===== src/rtl/interval_arbiter_pkg.sv =====
// interval_arb_pkg: shared types, default counter width and round-robin pick for interval_arbiter
package interval_arb_pkg;
    typedef enum logic [1:0] {IDLE, RUN, DONE} state_t;
    localparam int CW_DEF = 6;
    // Index of the first set bit above ptr, wrapping; scanning offsets high-to-low lets the nearest one win.
    function automatic int rr_pick(input logic [7:0] req, input int ptr, input int n);
        int idx;
        rr_pick = ptr;
        for (int k = n; k >= 1; k--) begin
            idx = (ptr + k) % n;
            if (req[idx[2:0]]) rr_pick = idx;
        end
    endfunction
endpackage


===== src/rtl/interval_arbiter_if.sv =====
// interval_arbiter_if: requester/arbiter bundle
//   req, len        : client -> arbiter (level request, per-requester length field)
//   grant, done     : arbiter -> client (one-hot owner, one-cycle completion pulse)
//   busy, count     : arbiter -> client (window active, current counter value)
interface interval_arbiter_if import interval_arb_pkg::*; #(parameter int N_REQ = 4, parameter int CW = CW_DEF);
    logic [N_REQ-1:0]    req;
    logic [N_REQ*CW-1:0] len;
    logic [N_REQ-1:0]    grant;
    logic [N_REQ-1:0]    done;
    logic                busy;
    logic [CW-1:0]       count;
    modport master (output req, len, input grant, done, busy, count);
    modport slave  (input req, len, output grant, done, busy, count);
endinterface


===== src/rtl/interval_arbiter_counter.sv =====
// interval_counter: CW-bit synchronous up-counter with clear, enable and terminal match
//   clk, reset : clock, synchronous active-high reset
//   clr, en    : synchronous clear (wins over enable), count enable
//   limit      : terminal value; match is high while count == limit
//   count      : current value
module interval_counter #(parameter int CW = 6) (
    input  logic          clk,
    input  logic          reset,
    input  logic          clr,
    input  logic          en,
    input  logic [CW-1:0] limit,
    output logic [CW-1:0] count,
    output logic          match
);
    always_ff @(posedge clk)
        if (reset || clr) count <= '0;
        else if (en)      count <= count + 1'b1;
    assign match = count == limit;
endmodule


===== src/rtl/interval_arbiter.sv =====
// interval_arbiter: round-robin sharing of one interval counter among N_REQ requesters
//   clk, reset : clock, synchronous active-high reset
//   bus        : interval_arbiter_if.slave (req, len in; grant, done, busy, count out)
//   INTERVAL_ARB_ABORT_EN : when defined, the owner dropping req during RUN aborts the window
module interval_arbiter import interval_arb_pkg::*; #(
    parameter int N_REQ = 4,
    parameter int CW    = CW_DEF
) (
    input  logic              clk,
    input  logic              reset,
    interval_arbiter_if.slave bus
);
    localparam int PW = $clog2(N_REQ);
    state_t        state, state_n;
    logic [PW-1:0] owner, owner_n, ptr, ptr_n;
    logic [CW-1:0] len_q, len_n;
    logic          clr, en, match;
    int            pick;

    interval_counter #(.CW(CW)) u_cnt (
        .clk(clk), .reset(reset), .clr(clr), .en(en),
        .limit(len_q), .count(bus.count), .match(match)
    );

    assign pick      = rr_pick(8'(bus.req), int'(ptr), N_REQ);
    assign bus.busy  = state != IDLE;
    assign bus.grant = bus.busy ? N_REQ'(1) << owner : '0;
    assign bus.done  = state == DONE ? bus.grant : '0;

    always_ff @(posedge clk)
        if (reset) begin
            state <= IDLE;
            owner <= '0;
            ptr   <= PW'(N_REQ - 1);
            len_q <= '0;
        end else begin
            state <= state_n;
            owner <= owner_n;
            ptr   <= ptr_n;
            len_q <= len_n;
        end

    // The counter is held clear in IDLE and cleared on every exit from a window,
    // so it already reads 0 on the first RUN cycle.
    always_comb begin
        state_n = state;
        owner_n = owner;
        ptr_n   = ptr;
        len_n   = len_q;
        clr     = 1'b0;
        en      = 1'b0;
        case (state)
            IDLE: begin
                clr = 1'b1;
                if (|bus.req) begin
                    state_n = RUN;
                    owner_n = PW'(pick);
                    len_n   = bus.len[owner_n*CW +: CW];
                end
            end
            RUN: begin
`ifdef INTERVAL_ARB_ABORT_EN
                if (!bus.req[owner]) begin
                    state_n = IDLE;
                    ptr_n   = owner;
                    clr     = 1'b1;
                end else if (match) state_n = DONE;
                else en = 1'b1;
`else
                if (match) state_n = DONE;
                else en = 1'b1;
`endif
            end
            DONE: begin
                state_n = IDLE;
                ptr_n   = owner;
                clr     = 1'b1;
            end
            default: state_n = IDLE;
        endcase
    end
endmodule

===== src/flat_wrapper.sv =====
// flat-port wrapper written by rule: the top's interface ports become plain ports
module interval_arbiter_flat import interval_arb_pkg::*;
#(
    parameter int N_REQ = 4,
    parameter int CW    = CW_DEF
)
  (clk, reset, bus_req, bus_len, bus_grant, bus_done, bus_busy, bus_count);
  interval_arbiter_if #(.N_REQ(N_REQ), .CW(CW)) bus_i ();
  input  logic clk;
  input  logic reset;
  input wire logic [$bits(bus_i.req)-1:0] bus_req;
  input wire logic [$bits(bus_i.len)-1:0] bus_len;
  output wire logic [$bits(bus_i.grant)-1:0] bus_grant;
  output wire logic [$bits(bus_i.done)-1:0] bus_done;
  output wire logic [$bits(bus_i.busy)-1:0] bus_busy;
  output wire logic [$bits(bus_i.count)-1:0] bus_count;
  assign bus_i.req = bus_req;
  assign bus_i.len = bus_len;
  assign bus_grant = bus_i.grant;
  assign bus_done = bus_i.done;
  assign bus_busy = bus_i.busy;
  assign bus_count = bus_i.count;
  interval_arbiter #(.N_REQ(N_REQ), .CW(CW)) u_core (.clk(clk), .reset(reset), .bus(bus_i));
endmodule

===== config.mk =====
export PLATFORM = sky130hd
export DESIGN_NAME = interval_arbiter_flat
export DESIGN_NICKNAME = d
export VERILOG_FILES = /design/src/rtl/interval_arbiter_pkg.sv /design/src/rtl/interval_arbiter_if.sv /design/src/rtl/interval_arbiter_counter.sv /design/src/rtl/interval_arbiter.sv /design/src/flat_wrapper.sv
export SDC_FILE = /design/constraint.sdc
export NUM_CORES = 1
export LEC_CHECK = 0
export CORE_UTILIZATION = 45
export CTS_CLUSTER_DIAMETER = 200
export DETAILED_ROUTE_END_ITERATION = 8
export PLACE_DENSITY = 0.91
export SETUP_SLACK_MARGIN = 0.4
export SYNTH_ARGS = -nofsm -noshare
export SYNTH_HDL_FRONTEND = slang
export SYNTH_SLANG_ARGS = --single-unit

===== constraint.sdc =====
create_clock -name clk -period 4.4 [get_ports clk]
set_clock_uncertainty 0.2 [all_clocks]
set_input_delay 0.44 -clock clk [delete_from_list [all_inputs] [get_ports clk]]
set_output_delay 0.44 -clock clk [all_outputs]
set_load 0.05 [all_outputs]

==> metrics.md, run 1 <==
| Metric | Value |
|---|---|
| First-pass GRT wire length | `4671 µm` |
| Vias per inst | `roughly 5.6` |
| Clk sinks | `18` |
| FP Rows | `18` |
| Final Setup Violations | `0` |
| Worst slack at placement | `1.611 ns` |
| Pins Over Slew Limit | `0` |
| Cell area after synthesis | `0.001181 mm²` |
| Synth Flop Type | `dfxtp_1` |
| Residual DRC | `0` |
| Postcts setup bufs | `0` |
| Final WL | `2914 µm` |
| Detail Route Antenna Nets | `0` |
| Antenna diodes | `0` |
| Fin Setup TNS | `0 ns` |
| Synth-to-Final Area Change | `41.00%` |
| RSZ-0062 raised after global routing | `no` |
| # hold bufs at CTS | `0` |
| HP Class | `flop to flop` |
| CTS tree | `built` |
| Clk Latency, worst-skew pair | `around 0.29 ns` |
| Via count | `approximately 1200` |
| Vias in the first global route | `1146` |
| Die height | `53.23 µm` |
| Min-Delay Path Depth | `1` |
| Peak VDD IR | `190.1 µV` |
| Share of layout cells above drive strength 1 | `0.06557` |
| Global placer's final weighted congestion | `between 0.7 and 0.8` |
| Sequential area share after synthesis | `0.3051` |
| DR pass1 iterations | `4` |
| Startpoint types | `flop` |
| Top-Level Pins | `45` |
| Syn Area/Cell | `around 8.4 µm²` |
| Synth Register Bits | `18` |
| Syn_nets | `171` |
| Clock Path Buffers | `2` |
| Total power | `about 0.00052 W` |
| Dpl hpwl | `2341 µm` |
| Initial DRC Count | `15` |
| Reg2Reg Depth | `5` |
| Final worst slack | `1.781 ns` |
| Core Util, Final | `0.6722` |
| Final hold vios | `0` |
| Nets | `216` |
| Crit. End Element | `output pin` |
| Setup CP Type | `flop to output pin` |
| Count of mapped cells out of synthesis | `140` |
| Fmax | `0.3818 GHz` |
| Worst endpoint required time | `3.76 ns` |
| GRT Total Usage | `0.2185` |
| Slew HR | `0.2774` |
| Post-CTS sizing | `0` |
| Largest net degree at the start of global routing | `18` |
| # port buffers | `44` |
| Pleak | `0.6353 nW` |
| Post-route clock period utilization | `0.5952` |
| Routed len/inst | `between 10 and 15 µm` |
| Status | `finished, final reports clean` |
| Asr flop ratio synth | `0` |
| Synth warn | `0` |
| Cell variety after synth | `38` |
| Core ar. | `0.002477 mm²` |
| Cts bufs inserted | `3` |
| Power Density | `313.7 mW/mm²` |
| Crit path DAT | `1.98 ns` |
| Die X-Extent | `53.23 µm` |
| Number of flops mapped to enable cells by yosys | `0` |
| Full die area | `0.002833 mm²` |
| Starting density of the core | `0.4768` |
| Initial antenna violation count | `0` |
| Min Tclk post-route | `approximately 2.6 ns` |
| Reg clk slew, reported paths | `0.10 ns` |
| Clock H-tree levels | `1` |
| Worst Tran Pin Value | `~1.1 ns` |
| Max Cap Viol | `0` |
| CP max FO | `8` |
| Root Buffer | `clkbuf_4` |
| Worst hold slack | `~0.33 ns` |
| Gr ovfl total | `0` |
-- placed cells by master, fill, tap and decap left out, types with 6 or more instances in the layout --
| master | netlist | final |
|---|---|---|
| clkdlybuf4s50_1 | 0 | 44 |
| dfxtp_1 | 18 | 18 |
| mux2i_1 | 11 | 11 |
| nand2_1 | 9 | 9 |
| nand2b_1 | 7 | 7 |
| nand3b_1 | 6 | 6 |
| nor2_1 | 19 | 19 |
| o21ai_0 | 6 | 6 |
| o221ai_1 | 6 | 6 |
| xor2_1 | 6 | 6 |
-- cell usage after synthesis, drive strengths merged, types with 4 or more instances --
cell type	n	area, µm²
xor2	6	52.55
mux2i	11	110.1
a21oi	4	20.02
dfxtp	18	360.4
o221ai	6	52.55
inv	5	18.77
o21ai	6	30.03
o31a	4	37.54
nand2b	7	43.79
nand3b	6	45.04
xnor2	5	43.79
nand2	9	33.78
and4	4	35.03
nor2	20	77.58
-- where the power goes --
part	total, W	internal [W]	switching (W)	leakage, nW
sequential	0.000209	0.000185	0.0000239	0.147
clock	0.0000805	0.0000318	0.0000486	0.0138
combinational	0.000233	0.0000997	0.000133	0.474
-- worst max-delay path, cell delays in order, from the launching register on --
cell and delay [ns]:
dfxtp_1 0.36, nand2b_1 0.27, nor4_1 0.22, clkdlybuf4s50_1 0.85
-- area by class of cell --
type | instances | area [µm²]
inverters | 5 | 18.77
repair buffers | 44 | 440.4
well taps | 30 | 37.54
clock buffers | 3 | 22.52
multi-input cells | 113 | 785.8
flip-flops and latches | 18 | 360.3
fillers | 221 | 812.0
-- worst paths after layout --
check	start	endpoint	slack, ns
hold / removal	u_core.state[1]$_SDFFE_PP0P_	u_core.state[1]$_SDFFE_PP0P_	0.33
hold reg to reg	u_core.state[1]$_SDFFE_PP0P_	u_core.state[1]$_SDFFE_PP0P_	0.33
setup / recovery	u_core.state[0]$_SDFFE_PP0P_	bus_done[0]	1.78
setup reg to reg	u_core.ptr[1]$_SDFFE_PP1P_	u_core.len_q[4]$_SDFFE_PP0P_	2.26
-- flip-flops by register name, summed over array words and instances, names as in the netlist --
signal,cells
u_core.owner,2
u_core.ptr,2
u_core.u_cnt.count,6
u_core.state,2
u_core.len_q,6
-- logic make-up after synthesis --
group                      Yosys count  synth area share
xor gates and xnor gates            11           0.08157
AOI/OAI and AO/OA                   30            0.1896
DFF                                 18            0.3051
and+or+nand+nor                     60            0.2839
buffers and inverters                9           0.03602
adders and majority gates            1           0.01059
muxes                               11           0.09322
-- layer usage --
layer / track usage / part of all wire / up-vias
met4: 0.03947 / 0.0027 / 0
met5: 0 / 0 / -
li1: - / - / 604
met2: 0.4500 / 0.54 / 28
met1: 0.2320 / 0.42 / 563
met3: 0.02011 / 0.028 / 2
-- per-stage QoR --
step	area, µm²	instances
floorplan	1181	140
global placement	1643	210
detailed placement	1643	210
CTS	1665	213
global route	1665	213
finish	1665	213
Note: power is estimated with default switching activity, not from simulation.
==> run 2: changes to the inputs <==
CORE_UTILIZATION = 43   (was 45)
PLACE_DENSITY = 0.88   (was 0.91)
clock period = 2.68 ns   (was 4.4 ns; I/O delays follow)
==> run 2 against run 1 <==
Worst hold slack gained 0.015 ns. Total power grew 67%. Die area grew 4.5%. Via count grew 1.8%. Highest routed layer unchanged.
==> metrics.md, run 2 (synthesis gave the netlist of run 1 again) <==
| Metric | Value |
|---|---|
| Die height | `54.41 µm (+2.2%)` |
| Worst Tran Pin Value | `0.5325 ns (-0.5397 ns)` |
| Gr ovfl total | `0 (unchanged)` |
| Initial antenna violation count | `0 (unchanged)` |
| CTS tree | `built` |
| Setup CP Type | `flop to output pin` |
| DR pass1 iterations | `4 (unchanged)` |
| RSZ-0062 raised after global routing | `no` |
| Clk Latency, worst-skew pair | `0.29 ns (about the same)` |
| Min Tclk post-route | `2.134 ns` |
| Crit path DAT | `1.67 ns (-0.31 ns)` |
| Top flop regs | `u_core.len_q (6), u_core.u_cnt.count (6)` |
| Crit. End Element | `output pin` |
| Metal2 WL | `1589 µm (+0.19%)` |
| Via count | `1218 (+1.8%)` |
| Residual DRC | `0 (unchanged)` |
| Fin Setup TNS | `0 ns (unchanged)` |
| Routed len/inst | `14.13 µm (+3.3%)` |
| Fmax | `0.4686 GHz` |
| Startpoint types | `flop` |
| Clock H-tree levels | `1 (unchanged)` |
| Clock Path Buffers | `2 (unchanged)` |
| CP max FO | `8 (unchanged)` |
| HP Class | `flop to flop` |
| GRT Total Usage | `0.2209 (+0.002424)` |
| Root Buffer | `clkbuf_4` |
| Global placer's final weighted congestion | `0.7986 (+0.77%)` |
| # port buffers | `44 (unchanged)` |
| Nets | `218 (+0.93%)` |
| Crit-path leading delay family | `buffers and inverters` |
| First-pass GRT wire length | `4664 µm (-0.15%)` |
| Dpl hpwl | `2476 µm (+5.8%)` |
| Full die area | `0.002960 mm² (+4.5%)` |
| Worst stage delay on the critical path | `0.55 ns (-0.30 ns)` |
| Bufs and invs on worst path | `1 (unchanged)` |
| Die X-Extent | `54.41 µm (+2.2%)` |
| Final worst slack | `0.5462 ns (-1.235 ns)` |
| M1 wire length | `1270 µm (+2.6%)` |
| CP max stage cell | `dlygate4sd2_1` |
| Starting density of the core | `0.4641 (-0.01266)` |
| Cts bufs inserted | `3 (unchanged)` |
| Vias per inst | `5.665 (+0.81%)` |
| Share of layout cells above drive strength 1 | `0.08649 (+0.02091)` |
| Worst endpoint required time | `2.21 ns (-1.55 ns)` |
| Max Cap Viol | `0 (unchanged)` |
| # hold bufs at CTS | `0 (unchanged)` |
| Metal3 WL | `123 µm (+52%)` |
| Commonest cells after routing, fill and taps aside | `clkdlybuf4s50_1, nor2_1, dfxtp_1` |
| Slew HR | `0.6420 (+0.3646)` |
| Detail Route Antenna Nets | `0 (unchanged)` |
| Peak VDD IR | `369.6 µV (+94%)` |
| Layout fillers | `225 (+1.8%)` |
| Final WL | `3038 µm (+4.3%)` |
| Top-Level Pins | `45 (unchanged)` |
| Status | `finished, final reports clean` |
| DR top layer | `met4` |
| FP Rows | `18 (unchanged)` |
| Final hold vios | `0 (unchanged)` |
| Commonest non-fill, non-tap cell in the layout | `clkdlybuf4s50_1` |
| Worst slack at placement | `0.2831 ns (-1.328 ns)` |
| Power Density | `515.5 mW/mm² (+64%)` |
| Pleak | `0.7447 nW (+17%)` |
| Final Setup Violations | `0 (unchanged)` |
| Antenna diodes | `0 (unchanged)` |
| Clk sinks | `18 (unchanged)` |
| Initial DRC Count | `26 (+11)` |
| Postcts setup bufs | `0 (unchanged)` |
| Pins Over Slew Limit | `0 (unchanged)` |
| Reg clk slew, reported paths | `0.10 ns (about the same)` |
| Synth-to-Final Area Change | `43.64%` |
| Core ar. | `0.002545 mm² (+2.7%)` |
| Vias in the first global route | `1078 (-5.9%)` |
| Largest net degree at the start of global routing | `13 (-5)` |
| Post-route clock period utilization | `0.7962` |
| Crit path cell chain | `nand2b_1 > nor4_2 > dlygate4sd2_1` |
==> run 2: stage by stage <==
stage | hold slack (ns) | utilization | cells | total power (W) | area [µm²]
after global placement | 0.3044 | 0.6539 | 212 | 0.0007291 | 1664
after detailed placement | 0.3150 | 0.6539 | 212 | 0.0007433 | 1664
final | 0.3464 | 0.6667 | 215 | 0.0008747 | 1697
after CTS | 0.3471 | 0.6618 | 215 | 0.0008764 | 1684
after global routing | 0.3676 | 0.6667 | 215 | 0.0009296 | 1697
after floorplan | 0.2761 | - | 140 | 0.0006085 | 1187
==> run 2: repair_timing <==
action	in CTS	in global routing
cloned	0	0
setup endpoints to repair	9	5
resized for setup	5	5
==> run 2: final timing paths <==
kind / startpoint / to / slack (ns) / depth (start not counted)
hold / removal: u_core.len_q[1]$_SDFFE_PP0P_ / u_core.len_q[1]$_SDFFE_PP0P_ / 0.35 / 2
setup / recovery: u_core.state[1]$_SDFFE_PP0P_ / bus_done[0] / 0.55 / 3
setup reg to reg: u_core.ptr[1]$_SDFFE_PP1P_ / u_core.len_q[5]$_SDFFE_PP0P_ / 0.59 / 5
hold reg to reg: u_core.len_q[1]$_SDFFE_PP0P_ / u_core.len_q[1]$_SDFFE_PP0P_ / 0.35 / 2
==> run 2: metal layers <==
| metal | up-vias | GRT usage |
|---|---|---|
| li1 | 607 | - |
| met1 | 566 | 0.2533 |
| met2 | 39 | 0.3984 |
| met3 | 6 | 0.04722 |
| met4 | 0 | 0.07692 |
| met5 | - | 0 |
==> run 2: power by group <==
part	switching (W)	internal [W]	total (W)
clock network	0.0000836	0.0000523	0.000136
logic	0.000224	0.000169	0.000393
registers	0.0000416	0.000304	0.000345
==> run 2: layout make-up <==
class | instances | area, µm² | area share
Sequential cell | 18 | 360.3 | 0.2124
Timing Repair Buffer | 46 | 462.9 | 0.2729
Tap cell | 30 | 37.54 | 0.02212
Multi-Input combinational cell | 113 | 794.5 | 0.4683
Inverter | 5 | 18.77 | 0.01106
Clock buffer | 3 | 22.52 | 0.01327
==> run 2: worst min-delay path, delay by kind of cell (launching register included) <==
kind             cells  cell delay, ns
flip-flops           1            0.36
AO/OA/AOI/OAI        1            0.07
AND/OR/NAND/NOR      1            0.09
